**src/rtl/servisia_gpi.sv**
```systemverilog
// Wishbone general-purpose input block: per-pin synchronizer and debouncer,
// sticky rise/fall flags with write-1-to-clear, and a masked level interrupt.
module servisia_gpi #(
    parameter int WIDTH    = 8,
    parameter int DEBOUNCE = 4
) (
    input  logic             wb_clk_i,
    input  logic             wb_rst_i,
    input  logic [1:0]       wb_adr_i,
    input  logic [WIDTH-1:0] wb_dat_i,
    input  logic             wb_we_i,
    input  logic             wb_stb_i,
    output logic [WIDTH-1:0] wb_rdt_o,
    output logic             wb_ack_o,
    input  logic [WIDTH-1:0] gpio_i,
    output logic             irq_o
);

    localparam int              CW       = $clog2(DEBOUNCE + 1);
    localparam logic [CW-1:0]   CNT_LAST = CW'(DEBOUNCE - 1);

    localparam logic [1:0] ADR_DATA   = 2'd0;
    localparam logic [1:0] ADR_RISE   = 2'd1;
    localparam logic [1:0] ADR_FALL   = 2'd2;
    localparam logic [1:0] ADR_IRQ_EN = 2'd3;

    logic [WIDTH-1:0] sync1_q, sync1_d;
    logic [WIDTH-1:0] sync2_q, sync2_d;
    logic [WIDTH-1:0] stable_q, stable_d;
    logic [WIDTH-1:0] stable_dly_q, stable_dly_d;
    logic [CW-1:0]    cnt_q [WIDTH];
    logic [CW-1:0]    cnt_d [WIDTH];
    logic [WIDTH-1:0] rise_q, rise_d;
    logic [WIDTH-1:0] fall_q, fall_d;
    logic [WIDTH-1:0] irq_en_q, irq_en_d;
    logic [WIDTH-1:0] rdt_q, rdt_d;
    logic             ack_q, ack_d;
    logic             irq_q, irq_d;

    logic             access;
    logic [WIDTH-1:0] rise_clr, fall_clr;
    logic [WIDTH-1:0] rd_sel;

    // Two-flop synchronizer; only sync2_q is ever used downstream.
    always_comb begin
        sync1_d = gpio_i;
        sync2_d = sync1_q;
    end

    // NOTE: every variable written here gets a default first so no latch is inferred.
    always_comb begin
        stable_d = stable_q;
        for (int i = 0; i < WIDTH; i++) begin
            cnt_d[i] = '0;
            if (sync2_q[i] != stable_q[i]) begin
                if (cnt_q[i] == CNT_LAST) begin
                    stable_d[i] = sync2_q[i];
                end else begin
                    cnt_d[i] = cnt_q[i] + CW'(1);
                end
            end
        end
    end

    // A bus access is taken once per transaction: strobe high, ack not yet given.
    always_comb begin
        access       = wb_stb_i & ~ack_q;
        ack_d        = access;
        rise_clr     = (access && wb_we_i && wb_adr_i == ADR_RISE) ? wb_dat_i : '0;
        fall_clr     = (access && wb_we_i && wb_adr_i == ADR_FALL) ? wb_dat_i : '0;
        stable_dly_d = stable_q;
        // Set terms are OR-ed in last so a same-cycle edge beats the clear.
        rise_d       = (rise_q & ~rise_clr) | (stable_q & ~stable_dly_q);
        fall_d       = (fall_q & ~fall_clr) | (~stable_q & stable_dly_q);
        irq_en_d     = (access && wb_we_i && wb_adr_i == ADR_IRQ_EN) ? wb_dat_i : irq_en_q;
        irq_d        = |((rise_q | fall_q) & irq_en_q);
    end

    always_comb begin
        rd_sel = '0;
        case (wb_adr_i)
            ADR_DATA:   rd_sel = stable_q;
            ADR_RISE:   rd_sel = rise_q;
            ADR_FALL:   rd_sel = fall_q;
            ADR_IRQ_EN: rd_sel = irq_en_q;
            default:    rd_sel = '0;
        endcase
        rdt_d = (access && !wb_we_i) ? rd_sel : rdt_q;
    end

    // NOTE: state flops use non-blocking assignments so all of them update together.
    always_ff @(posedge wb_clk_i or posedge wb_rst_i) begin
        if (wb_rst_i) begin
            sync1_q      <= '0;
            sync2_q      <= '0;
            stable_q     <= '0;
            stable_dly_q <= '0;
            rise_q       <= '0;
            fall_q       <= '0;
            irq_en_q     <= '0;
            rdt_q        <= '0;
            ack_q        <= 1'b0;
            irq_q        <= 1'b0;
            // NOTE: the counter array is per-pin control state, not storage, so it is reset.
            for (int i = 0; i < WIDTH; i++) begin
                cnt_q[i] <= '0;
            end
        end else begin
            sync1_q      <= sync1_d;
            sync2_q      <= sync2_d;
            stable_q     <= stable_d;
            stable_dly_q <= stable_dly_d;
            rise_q       <= rise_d;
            fall_q       <= fall_d;
            irq_en_q     <= irq_en_d;
            rdt_q        <= rdt_d;
            ack_q        <= ack_d;
            irq_q        <= irq_d;
            for (int i = 0; i < WIDTH; i++) begin
                cnt_q[i] <= cnt_d[i];
            end
        end
    end

    assign wb_rdt_o = rdt_q;
    assign wb_ack_o = ack_q;
    assign irq_o    = irq_q;

endmodule

```
**config.mk**
```make
export PLATFORM = sky130hd
export DESIGN_NAME = servisia_gpi
export DESIGN_NICKNAME = d
export VERILOG_FILES = /design/src/rtl/servisia_gpi.sv
export SDC_FILE = /design/constraint.sdc
export NUM_CORES = 1
export LEC_CHECK = 0
export BUFFER_PORTS_ARGS = -buffer_cell sky130_fd_sc_hd__buf_2
export CAP_MARGIN = 40
export CORE_MARGIN = 1.5
export CORE_UTILIZATION = 50
export DETAILED_ROUTE_END_ITERATION = 10
export PLACE_DENSITY = 0.72
export SETUP_SLACK_MARGIN = 0.1
export SYNTH_ARGS = -nofsm -noshare
export SYNTH_HDL_FRONTEND = slang
export SYNTH_SLANG_ARGS = --single-unit
```
**constraint.sdc**
```tcl
create_clock -name wb_clk_i -period 5.7 [get_ports wb_clk_i]
set_input_delay 0.855 -clock wb_clk_i [delete_from_list [all_inputs] [get_ports wb_clk_i]]
set_output_delay 0.855 -clock wb_clk_i [all_outputs]
set_load 0.005 [all_outputs]
```
### Yosys cells after proc, flatten, opt, wreduce, memory -nomap -nowiden

Cells that the tools add are included.

| storage, ports and cells | value |
|---|---|
| word-level logic and storage cells | 101 |
| bits in registers | 90 |

| cells by class | value |
|---|---|
| reduce and logical (&&, ||, !) cells | 16 |
| eq/ne operators | 19 |
| add/subtract/negate cells | 8 |
| muxes and demuxes | 19 |
| bitwise operators | 14 |

Operators with widths:

| cell | number |
|---|---|
| $mux 3 | 16 |
| $and 8x8->8 | 5 |
| $not 8->8 | 4 |
| $pmux 8 s4 | 1 |
| $add 3x1->3 const B | 8 |
| $eq 3x2->1 const B | 8 |
| $or 8x8->8 | 3 |
| $mux 8 | 2 |
| $reduce_and 2->1 | 8 |
| $ne 1x1->1 | 8 |
| $reduce_or 8->1 | 1 |
| $logic_and 1x1->1 | 5 |
| $eq 2x2->1 const B | 2 |
| $eq 2x1->1 const B | 1 |
| $logic_not 2->1 | 1 |
| $and 1x1->1 | 1 |
| $logic_not 1->1 | 1 |
| $not 1->1 | 1 |

### Logic depth before layout (Yosys ltp)

| logic depth | value |
|---|---|
| depth in word-level cells | 8 |
| mapped depth | 5 |

### Least setup slack after synthesis

No wires, ideal clock.

| timing path | value |
|---|---|
| path kind | input port to flip-flop |
| start point | in wb_adr_i[1] |
| end point | reg rdt_q[0], in the netlist wb_rdt_o[0] |
| required time | 5575 ps |
| buffers on the path | 1 |
| setup slack | 3831 ps |
| stages on the path | 3 |
| arrival | 1744 ps |
| cells stage by stage | buf_6 mux4_2 mux2_2 |

| on the way | value |
|---|---|
| word-level cells in the longest chain between the ends | 2 |
| elaborated cells on any way between the ends | 5 |
| those cells by class | 3 x eq/ne; 1 x mux; 1 x reduce/logical |

RTL lines:

| element | line | text |
|---|---|---|
| start: declaration | 9 | `input logic [1:0] wb_adr_i,` |
| $eq 2x2->1, or another cell as far along | 81 | `case (wb_adr_i)` |
| $pmux 8 s4 (*) | 81 |  |
| end signal: assignment | 116 | `rdt_q <= rdt_d;` |
| end: declaration | 36 | `logic [WIDTH-1:0] rdt_q, rdt_d;` |

Mark *: on every way between the ends. The rest lies on a longest branch, timed or not.
A chain may end at the register's enable or synchronous reset.

### Worst setup path in the final report

| timing path | value |
|---|---|
| start point | in wb_adr_i[1] |
| end point | reg fall_q[0] |

| on the way | value |
|---|---|
| word-level cells in the longest chain between the ends | 6 |

RTL lines:

| element | line | text |
|---|---|---|
| $eq 2x2->1 | 70 | `fall_clr = (access && wb_we_i && wb_adr_i == ADR_FALL) ? wb_dat_i : '0;` |
| $logic_and 1x1->1 | 70 |  |
| $mux 8 | 70 |  |
| $not 8->8 | 74 | `fall_d = (fall_q & ~fall_clr) \| (~stable_q & stable_dly_q);` |
| $and 8x8->8 | 74 |  |
| $or 8x8->8 | 74 |  |
| net fall_d[0] | 34 | `logic [WIDTH-1:0] fall_q, fall_d;` |
| end signal: assignment | 114 | `fall_q <= fall_d;` |
| end: declaration | 34 |  |

The timed path passes the listed nets, and every way through them passes these cells.

==> results by group <==
Status
  • Status: finished, final reports clean

Worst hold path
  • Min-delay worst type: flop to flop
  • Hold path depth: 0

Global route
  • Largest net degree at the start of global routing: 50
  • Gr ovfl total: 0
  • Vias in the first global route: 1912
  • Initial antenna violation count: 0
  • GRT Util Overall: 0.166
  • First-pass GRT wire length: 9420 um

Yosys
  • Syn nets: 272
  • Synth cell types: 21
  • Yosys reg bits: 90
  • Number of flops mapped to enable cells by yosys: 0
  • Commonest register cell after synthesis: dfrtp_1
  • Synth Cell Area: 3540 sq um
  • Ys async rst share: 1.00
  • Seq/Total Area, Yosys: 0.637
  • Syn avg cell area: 14.6 sq um
  • Syn Inst Count: 242
  • Yosys Warn Count: 0

Timing
  • Unrepaired setup endpoints after global routing: false
  • Setup TNS: 0 ns
  • Final Skew: 0.00751 ns
  • Max Clk Rate: 564 MHz
  • Worst-Margin Slew: 0.544 ns
  • Ratio of final minimum period to clock period: 0.311
  • Slew headroom: 0.637
  • Final Hold Fails: 0
  • Final worst setup slack: 3.93 ns
  • Minimum clock period: about 1.8 ns
  • Final setup viols: 0
  • Max Slew Vio Count: 0

Power and ir drop
  • Leak: 1.77 nW
  • Power density over cell area: ~430 nW/um^2
  • Total power: approximately 0.0017 W
  • Max VDD drop: 0.163 mV

Drt
  • DRT iter0 DRCs: 117
  • Detailed-route via count: 2000
  • Via/cell ratio: 5.25
  • ANT nets after route: 0
  • DRC: 0
  • Routed WL: 5590 um
  • DRT Pass-1 Iters: 4
  • Routed WL per cell: 14.7 um

Floorplan
  • Row Count: 30
  • Die ar.: around 7600 sq um
  • Die X-Extent: 87.1 um
  • Starting density of the core: 0.518
  • Ports: 32
  • Core area: 6830 sq um
  • Die height: 87.1 um

Placed design
  • Buffers on Ports: 31
  • Post-Place Worst Slack: 3.55 ns
  • Number of instances in the placed design: between 300 and 400
  • DP Wirelength: ~3700 um
  • GPL Wtd Cong: between 0.7 and 0.8

Final layout
  • Final core utilization: 0.589
  • Filler cell count in the final layout: 571
  • Nets: between 300 and 400
  • Most frequent cells in the layout: dfrtp_1, buf_2, mux2_2, o21ai_0
  • N_diodes: 0
  • Non-Filler Instances: approximately 380
  • Layout area overhead: 13.8%
  • Most common library cell in the layout ignoring fill and taps: dfrtp_1
  • Share of cells above drive strength 1: 0.295
  • Area of the multi-input gates: between 1000 and 1500 sq um
  • Register area: 2250 sq um

Critical path
  • WS Path Type: input port to flop
  • Critical Path End: fall_q[0]$_DFF_PP0_
  • Reg2reg end: irq_en_q[5]$_DFFE_PP0P_
  • Crit path from: wb_adr_i[1]
  • Setup crit end kind: flop
  • CP Data Required Time: 5.92 ns
  • Startpoint types: input port
  • Critical path fanouts, max: 11
  • Critical path arrival: between 1.5 and 2 ns
  • R2r startpoint: wb_ack_o$_DFF_PP0_
  • Flop2flop setup slack: around 4.1 ns
  • R2R depth: 3

Clock tree
  • Post-CTS Resized: 0
  • CTS Buf Count: 9
  • Clk sinks: 90
  • CTS Buffer Depth: 2
  • Clock Latency Late Sink: 0.35 ns
  • CTS tree: built
  • CTS H-tree lvls: 3
  • Root Driver: clkbuf_8
  • # Post-CTS Setup Buffers: 0
  • Worst-path clk slew: approximately 0.090 ns
  • CTS hold repair buffers: 0

Run
  • Max-Cap Viols: 0
where the power goes:
part	internal [W]	switching [W]
Sequential	0.000811	0.000119
Combinational	0.000206	0.000147
Clock	0.000249	0.000214
Total	0.00127	0.000480
worst min path at each step:
stage	slack [ns]	to	start
after floorplan	0.33	sync2_q[0]$_DFF_PP0_	sync1_q[0]$_DFF_PP0_
after global placement	0.33	sync2_q[7]$_DFF_PP0_	sync1_q[7]$_DFF_PP0_
after detailed placement	0.33	sync2_q[1]$_DFF_PP0_	sync1_q[1]$_DFF_PP0_
after CTS	0.35	sync2_q[0]$_DFF_PP0_	sync1_q[0]$_DFF_PP0_
after global routing	0.36	sync2_q[5]$_DFF_PP0_	sync1_q[5]$_DFF_PP0_
final	0.35	sync2_q[0]$_DFF_PP0_	sync1_q[0]$_DFF_PP0_
through the flow:
step	instance area (sq um)	hold slack (ns)
after global routing	4020	0.361
after floorplan	3540	0.331
final	4020	0.350
after detailed placement	3800	0.335
after global placement	3780	0.333
after CTS	4020	0.352
worst max-delay path, stage by stage:
cell and delay, ns:
buf_2 0.32, nand4b_1 0.40, o21ai_0 0.27, o21ai_0 0.13
registers in the layout, summed over array words and instances (netlist names):
name / cells
cnt_q: 24
fall_q: 8
irq_en_q: 8
irq_o: 1
rise_q: 8
stable_dly_d: 8
stable_dly_q: 8
sync1_q: 8
sync2_q: 8
wb_ack_o: 1
wb_rdt_o: 8
logic make-up (layout without fill, tap and decap cells):
logic type,count (synthesis),in the layout,share of synthesized area
DFF,90,90,0.637
and+or+nand+nor,57,57,0.112
AOI/OAI and AO/OA,32,32,0.0538
muxes,32,32,0.127
buffers and inverters,15,58,0.0216
adders and majority gates,8,8,0.0283
xor gates and xnor gates,8,8,0.0198
cell type report:
cell class,instances,share of cell area
Clock buffer,10,0.0317
Sequential cell,90,0.560
Clock inverter,6,0.0227
Multi-Input combinational cell,137,0.300
Tap cell,96,0.0299
Timing Repair Buffer,33,0.0473
Inverter,9,0.00871
metal layers:
layer  wire (um)  vias to the layer above  part of all wire  global-route usage
met5           0                        -                 0                   0
met4          90                        0             0.016              0.0779
met3         367                        7             0.066              0.0512
met2        2520                       61              0.45               0.233
met1        2620                      991              0.47               0.239
li1            -                      941                 -                   -
Yosys cell counts, types with 2 or more instances:
cell type | n | area, sq um
and3b_1 | 7 | 61.3
dfrtp_1 | 90 | 2250
buf_2 | 4 | 20.0
inv_1 | 9 | 33.8
mux2_2 | 24 | 270
buf_6 | 2 | 22.5
ha_1 | 8 | 100
a22o_1 | 8 | 70.1
o21ai_0 | 24 | 120
nor3b_1 | 15 | 113
nand3_1 | 8 | 40.0
nand2b_1 | 15 | 93.8
nand4_1 | 2 | 12.5
xnor2_1 | 8 | 70.1
nor2b_1 | 4 | 25.0
nor3_1 | 2 | 10.0
mux4_2 | 8 | 180
(Power assumes the default switching activity.)
